==> src/rtl/i2c_pkg.sv <==
// Shared types and constants for the I2C register-configuration sequencer.
package i2c_pkg;

    typedef enum logic [2:0] {
        StIdle,
        StInitWait,
        StLoad,
        StIssue,
        StWaitDone,
        StGap,
        StDone,
        StFail
    } cfg_state_e;

    localparam logic [6:0]  DefDevAddr = 7'h3C;
    localparam int unsigned EntryW     = 16;

    // Command entry: register address in [15:8], write data in [7:0].
    typedef logic [EntryW-1:0] cmd_entry_t;

    function automatic int unsigned cnt_w(input int unsigned limit);
        return (limit > 1) ? $clog2(limit) : 1;
    endfunction

endpackage

==> src/rtl/i2c_cfg_rom.sv <==
// Register-write command table with a registered one-cycle read port.
module i2c_cfg_rom
    import i2c_pkg::*;
#(
    parameter int unsigned CMD_NUM = 16
) (
    input  logic       sys_clk,
    input  logic [7:0] index,
    output cmd_entry_t entry
);

    cmd_entry_t rom_d;

    // Indices at or beyond CMD_NUM read as zero.
    always_comb begin
        rom_d = '0;
        if (32'(index) < CMD_NUM) begin
            case (index)
                8'd0:    rom_d = 16'h10AE;
                8'd1:    rom_d = 16'h11D5;
                8'd2:    rom_d = 16'h1280;
                8'd3:    rom_d = 16'h13A8;
                8'd4:    rom_d = 16'h143F;
                8'd5:    rom_d = 16'h15D3;
                8'd6:    rom_d = 16'h1600;
                8'd7:    rom_d = 16'h1740;
                8'd8:    rom_d = 16'h188D;
                8'd9:    rom_d = 16'h1914;
                8'd10:   rom_d = 16'h1A20;
                8'd11:   rom_d = 16'h1B00;
                8'd12:   rom_d = 16'h1CA1;
                8'd13:   rom_d = 16'h1DC8;
                8'd14:   rom_d = 16'h1E81;
                8'd15:   rom_d = 16'h1FAF;
                default: rom_d = '0;
            endcase
        end
    end

    always_ff @(posedge sys_clk) begin
        entry <= rom_d;
    end

endmodule

==> src/rtl/i2c_cfg_seq.sv <==
// Walks the command table, issuing one I2C register write per entry with
// start delay, inter-command gap, timeout and bounded retry on NACK.
module i2c_cfg_seq
    import i2c_pkg::*;
#(
    parameter int unsigned CLK_FREQ     = 50_000_000,
    parameter logic [6:0]  DEV_ADDR     = DefDevAddr,
    parameter int unsigned CMD_NUM      = 16,
    parameter int unsigned INIT_DLY_CYC = 50_000,
    parameter int unsigned GAP_CYC      = 1_000,
    parameter int unsigned TIMEOUT_CYC  = 100_000,
    parameter int unsigned MAX_RETRY    = 3
) (
    input  logic       sys_clk,
    input  logic       rst_n,
    input  logic       cfg_start,
    input  logic       i2c_done,
    input  logic       i2c_ack_err,
    output logic       w_enable,
    output logic       r_enable,
    output logic [7:0] slave_addr,
    output logic [7:0] i2c_addr,
    output logic [7:0] i2c_data_w,
    output logic       cfg_busy,
    output logic       cfg_done,
    output logic       cfg_err,
    output logic [7:0] cmd_idx
);

    localparam int unsigned InitW  = cnt_w(INIT_DLY_CYC);
    localparam int unsigned TmoW   = cnt_w(TIMEOUT_CYC);
    localparam int unsigned GapW   = cnt_w(GAP_CYC);
    localparam int unsigned RetryW = cnt_w(MAX_RETRY + 1);

    localparam logic [InitW-1:0]  InitLast = InitW'(INIT_DLY_CYC - 1);
    localparam logic [TmoW-1:0]   TmoLast  = TmoW'(TIMEOUT_CYC - 1);
    localparam logic [GapW-1:0]   GapLast  = GapW'(GAP_CYC - 1);
    localparam logic [RetryW-1:0] RetryMax = RetryW'(MAX_RETRY);
    localparam logic [7:0]        LastIdx  = 8'(CMD_NUM - 1);

    if (CLK_FREQ == 0 || CMD_NUM == 0 || CMD_NUM > 256 || INIT_DLY_CYC == 0 ||
        GAP_CYC == 0 || TIMEOUT_CYC == 0) begin : g_bad_param
        $error("i2c_cfg_seq: illegal parameter value");
    end

    cfg_state_e        state_q, state_d;
    logic [7:0]        cmd_idx_q, cmd_idx_d;
    logic [InitW-1:0]  init_cnt_q, init_cnt_d;
    logic [TmoW-1:0]   tmo_cnt_q, tmo_cnt_d;
    logic [GapW-1:0]   gap_cnt_q, gap_cnt_d;
    logic [RetryW-1:0] retry_cnt_q, retry_cnt_d;
    logic              retry_pend_q, retry_pend_d;
    logic              ld_wait_q, ld_wait_d;
    logic [7:0]        addr_q, addr_d;
    logic [7:0]        data_q, data_d;
    logic              done_q, done_d;
    logic              err_q, err_d;
    logic              attempt_fail;
    cmd_entry_t        rom_entry;

    i2c_cfg_rom #(
        .CMD_NUM(CMD_NUM)
    ) u_rom (
        .sys_clk(sys_clk),
        .index  (cmd_idx_q),
        .entry  (rom_entry)
    );

    always_ff @(posedge sys_clk) begin
        if (!rst_n) begin
            state_q      <= StIdle;
            cmd_idx_q    <= '0;
            init_cnt_q   <= '0;
            tmo_cnt_q    <= '0;
            gap_cnt_q    <= '0;
            retry_cnt_q  <= '0;
            retry_pend_q <= 1'b0;
            ld_wait_q    <= 1'b0;
            addr_q       <= '0;
            data_q       <= '0;
            done_q       <= 1'b0;
            err_q        <= 1'b0;
        end else begin
            state_q      <= state_d;
            cmd_idx_q    <= cmd_idx_d;
            init_cnt_q   <= init_cnt_d;
            tmo_cnt_q    <= tmo_cnt_d;
            gap_cnt_q    <= gap_cnt_d;
            retry_cnt_q  <= retry_cnt_d;
            retry_pend_q <= retry_pend_d;
            ld_wait_q    <= ld_wait_d;
            addr_q       <= addr_d;
            data_q       <= data_d;
            done_q       <= done_d;
            err_q        <= err_d;
        end
    end

    // Counters idle at zero outside their own state, so entry needs no explicit clear.
    always_comb begin
        state_d      = state_q;
        cmd_idx_d    = cmd_idx_q;
        init_cnt_d   = '0;
        tmo_cnt_d    = '0;
        gap_cnt_d    = '0;
        retry_cnt_d  = retry_cnt_q;
        retry_pend_d = retry_pend_q;
        ld_wait_d    = 1'b0;
        addr_d       = addr_q;
        data_d       = data_q;
        done_d       = done_q;
        err_d        = err_q;
        attempt_fail = 1'b0;

        unique case (state_q)
            StIdle, StDone, StFail: begin
                if (cfg_start) begin
                    state_d      = StInitWait;
                    cmd_idx_d    = '0;
                    retry_cnt_d  = '0;
                    retry_pend_d = 1'b0;
                    done_d       = 1'b0;
                    err_d        = 1'b0;
                end
            end
            StInitWait: begin
                if (init_cnt_q == InitLast) state_d = StLoad;
                else                        init_cnt_d = init_cnt_q + 1'b1;
            end
            StLoad: begin
                // First cycle lets the ROM capture cmd_idx; second latches its output.
                if (!ld_wait_q) begin
                    ld_wait_d = 1'b1;
                end else begin
                    addr_d  = rom_entry[15:8];
                    data_d  = rom_entry[7:0];
                    state_d = StIssue;
                end
            end
            StIssue: state_d = StWaitDone;
            StWaitDone: begin
                if (i2c_done) begin
                    if (!i2c_ack_err) begin
                        retry_cnt_d  = '0;
                        retry_pend_d = 1'b0;
                        state_d      = StGap;
                    end else begin
                        attempt_fail = 1'b1;
                    end
                end else if (tmo_cnt_q == TmoLast) begin
                    attempt_fail = 1'b1;
                end else begin
                    tmo_cnt_d = tmo_cnt_q + 1'b1;
                end
                if (attempt_fail) begin
                    if (retry_cnt_q < RetryMax) begin
                        retry_cnt_d  = retry_cnt_q + 1'b1;
                        retry_pend_d = 1'b1;
                        state_d      = StGap;
                    end else begin
                        err_d   = 1'b1;
                        state_d = StFail;
                    end
                end
            end
            StGap: begin
                if (gap_cnt_q != GapLast) begin
                    gap_cnt_d = gap_cnt_q + 1'b1;
                end else if (retry_pend_q) begin
                    retry_pend_d = 1'b0;
                    state_d      = StLoad;
                end else if (cmd_idx_q == LastIdx) begin
                    done_d  = 1'b1;
                    state_d = StDone;
                end else begin
                    cmd_idx_d = cmd_idx_q + 8'd1;
                    state_d   = StLoad;
                end
            end
            default: state_d = StIdle;
        endcase
    end

    assign w_enable   = (state_q == StIssue);
    assign r_enable   = 1'b0;
    assign slave_addr = {DEV_ADDR, 1'b0};
    assign i2c_addr   = addr_q;
    assign i2c_data_w = data_q;
    assign cfg_busy   = !(state_q == StIdle || state_q == StDone || state_q == StFail);
    assign cfg_done   = done_q;
    assign cfg_err    = err_q;
    assign cmd_idx    = cmd_idx_q;

endmodule

==> config.mk <==
export PLATFORM = sky130hd
export DESIGN_NAME = i2c_cfg_seq
export DESIGN_NICKNAME = d
export VERILOG_FILES = /design/src/rtl/i2c_pkg.sv /design/src/rtl/i2c_cfg_rom.sv /design/src/rtl/i2c_cfg_seq.sv
export SDC_FILE = /design/constraint.sdc
export NUM_CORES = 1
export LEC_CHECK = 0
export ABC_AREA = 1
export CORE_UTILIZATION = 57
export DETAILED_ROUTE_END_ITERATION = 16
export PLACE_DENSITY_LB_ADDON = 0.2
export SLEW_MARGIN = 20
export SYNTH_ARGS = -nofsm -noshare
export SYNTH_HDL_FRONTEND = slang
export SYNTH_SLANG_ARGS = --single-unit
==> constraint.sdc <==
create_clock -name sys_clk -period 2.4 [get_ports sys_clk]
set_clock_uncertainty 0.2 [all_clocks]
set_input_delay 0.72 -clock sys_clk [delete_from_list [all_inputs] [get_ports sys_clk]]
set_output_delay 0.72 -clock sys_clk [all_outputs]
set_load 0.02 [all_outputs]
==> out/qor.csv <==
metric,value,unit
status,"finished, final reports clean",
reg2reg_from,gap_cnt_q[0]$_SDFF_PN0_,
cp_slowest_cell,clkdlybuf4s50_1,
route.detailed.drc,0,
netlist_area,0.00411,mm2
synth_edf_count,0,
hold_viol_final,0,
ys_types,37,
setup_viol,0,
mostFrequentLayoutCell,nor2_1,
path_cells,clkdlybuf4s50_1,
cp_max_fo,5,
viasPerCell,5.06,
grt_antenna_before_repair,0,
busiest_layer,met2,
worst-endpoint-required,1.48,ns
dp_hpwl,5.85,mm
wl,8.14,mm
dp_cells,677,
clkLatencyLatePin,0.35,ns
ys.flop_type,dfxtp_1,
reg2reg_slack,0.44,ns
core,0.00687,mm2
yosys_warnings,0,
first_global_vias,3159,
gr-usage-met1,29.9,%
grt_max_degree,17,
min_path_cells,1,
grt_pass1_wl,13.8,mm
min_from,gap_cnt_q[0]$_SDFF_PN0_,
criticalPathCategory,reg -> out,
rsz0062_at_grt,no,
drtIter0Drc,186,
dr.pass1.iters,4,
dieArea,0.00756,mm2
maxSlewViolCount,0,
power_leakage,1.80,nW
n_antenna_cell,0,
port_buffers,29,
clock_sinks,86,
cp.arrival,1.41,ns
stdcell_count,693,
die_x,86.9,um
fin_crit,2.33,ns
drive_gt1_share,11.2,%
ant_nets,0,
cts_hold_buf,0,
cts.path.max_buffers,2,
route.vias.total,3506,
grtUsageMet3,3.41,%
final_cell_mix,"nor2_1 (102), nand2_1 (98), dfxtp_1 (84)",
worstHoldPathType,reg -> reg,
peakVddDrop,498,uV
fin_setup_tns,0,ns
final.period_utilization,97.1,%
grt_use_met2,38.9,%
initial_utilization,59.9,%
r2r_cells,8,
power_density,821,mW/mm2
io_pins,42,
cts.root.buffer_cell,clkbuf_8,
startpoint_type,flip-flop,
gp_congestion,0.862,
synth_seq_cells,86,
synth_cells,559,
dieHeight,86.9,um
cts.clk_slew.worst_paths,0.09,ns
path_delay_family,buffers and inverters,
crit_path_end_kind,output pin,
rr_endpoint,cmd_idx[0]$_SDFFE_PN0P_,
syn_to_final_growth,13.8,%
async_flop_share,0,%
final_core_util,68.1,%
overflow,0,
max_stage_delay,0.64,ns
htree_levels,3,
max_freq,429,MHz
final_nets,606,
routedWlPerCell,11.7,um
cap_viol_max_count,0,
hold_end,gap_cnt_q[0]$_SDFF_PN0_,
fillers,615,
num_rows,30,
avgSynthCellArea,7.35,um2
cts_tree,done,
synth-seq-area-share,41.9,%
grt_usage,23.3,%
cts_inserted_buffers,9,
path_buf_inv,1,
## what timing repair did
action | in CTS | in global routing
endpoints found under the setup margin | 2 | 3
hold endpoints to repair | 0 | 0
buffers inserted | 0 | 0
resized for setup | 4 | 3
## Yosys cell counts (8+ instances only)
master   count  area (um2)
nand3_1     32         160
xor2_1      13         114
a21oi_1     36         180
nor3_1      10        50.1
o21ai_0     24         120
nand2_1     98         368
buf_4       15         113
nand4_1      9        56.3
inv_1       49         184
nand2_2      8        50.1
ha_1         9         113
nor2_1     102         383
dfxtp_1     86        1720
## worst max path at each step
stage	slack, ns	cells after the start	from	end
after floorplan	0.51	9	i2c_done	retry_cnt_q[1]$_SDFFE_PN0P_
after global placement	0.08	9	i2c_done	retry_cnt_q[1]$_SDFFE_PN0P_
after detailed placement	0.002	9	i2c_done	retry_cnt_q[1]$_SDFFE_PN0P_
after CTS	0.02	1	cmd_idx[5]$_SDFFE_PN0P_	cmd_idx[5]
after global routing	0.04	1	cmd_idx[6]$_SDFFE_PN0P_	cmd_idx[6]
final	0.07	1	cmd_idx[6]$_SDFFE_PN0P_	cmd_idx[6]
## area by class of cell
| cell class | count | area [um2] | share of cell area (%) |
|---|---|---|---|
| clock buffer | 11 | 141 | 3.02 |
| inverter | 56 | 213 | 4.55 |
| tap | 96 | 120 | 2.57 |
| timing repair buffer | 37 | 355 | 7.60 |
| multi-input combinational | 402 | 2040 | 43.6 |
| sequential | 86 | 1720 | 36.9 |
| clock inverter | 5 | 82.6 | 1.77 |
## metal layers
metal | routed length (um) | vias to the layer above
met5 | 0 | -
met4 | 95 | 0
met3 | 296 | 8
met2 | 3960 | 68
met1 | 3780 | 1611
li1 | - | 1819
## cells by family (layout without fill, tap and decap cells)
logic type / after synthesis / count (layout) / synth area share [%]
flops: 86 / 86 / 41.9
compound gates: 72 / 72 / 9.77
fa+ha+maj: 9 / 9 / 2.74
other cells: 2 / 12 / 0.183
buf+inv: 81 / 109 / 9.37
simple gates: 289 / 289 / 31.8
xor+xnor: 20 / 20 / 4.26
## sequential cells by signal (all words and copies together) (netlist names), 2 cells and up
register / count
retry_cnt_q: 2
gap_cnt_q: 10
u_rom.entry: 13
tmo_cnt_q: 17
cmd_idx: 8
i2c_addr: 5
init_cnt_q: 16
i2c_data_w: 8
state_q: 3
## through the flow
| step | total power (W) | area, um2 | hold slack [ns] | worst slack, ns |
|---|---|---|---|---|
| 4_1_cts | 0.00385 | 4670 | 0.255 | 0.0198 |
| 3_5_place_dp | 0.00275 | 4450 | 0.242 | 0.00171 |
| 5_1_grt | 0.00406 | 4680 | 0.277 | 0.0411 |
| 6_report | 0.00384 | 4680 | 0.257 | 0.0685 |
| 2_1_floorplan | 0.00249 | 4150 | 0.213 | 0.514 |
| 3_3_place_gp | 0.00273 | 4450 | 0.226 | 0.0756 |
## power breakdown
group | internal [W] | switching, W
clock network | 0.000617 | 0.000506
logic | 0.000374 | 0.000685
registers | 0.00157 | 0.0000863
No activity file was read; power rests on OpenSTA's default activity.
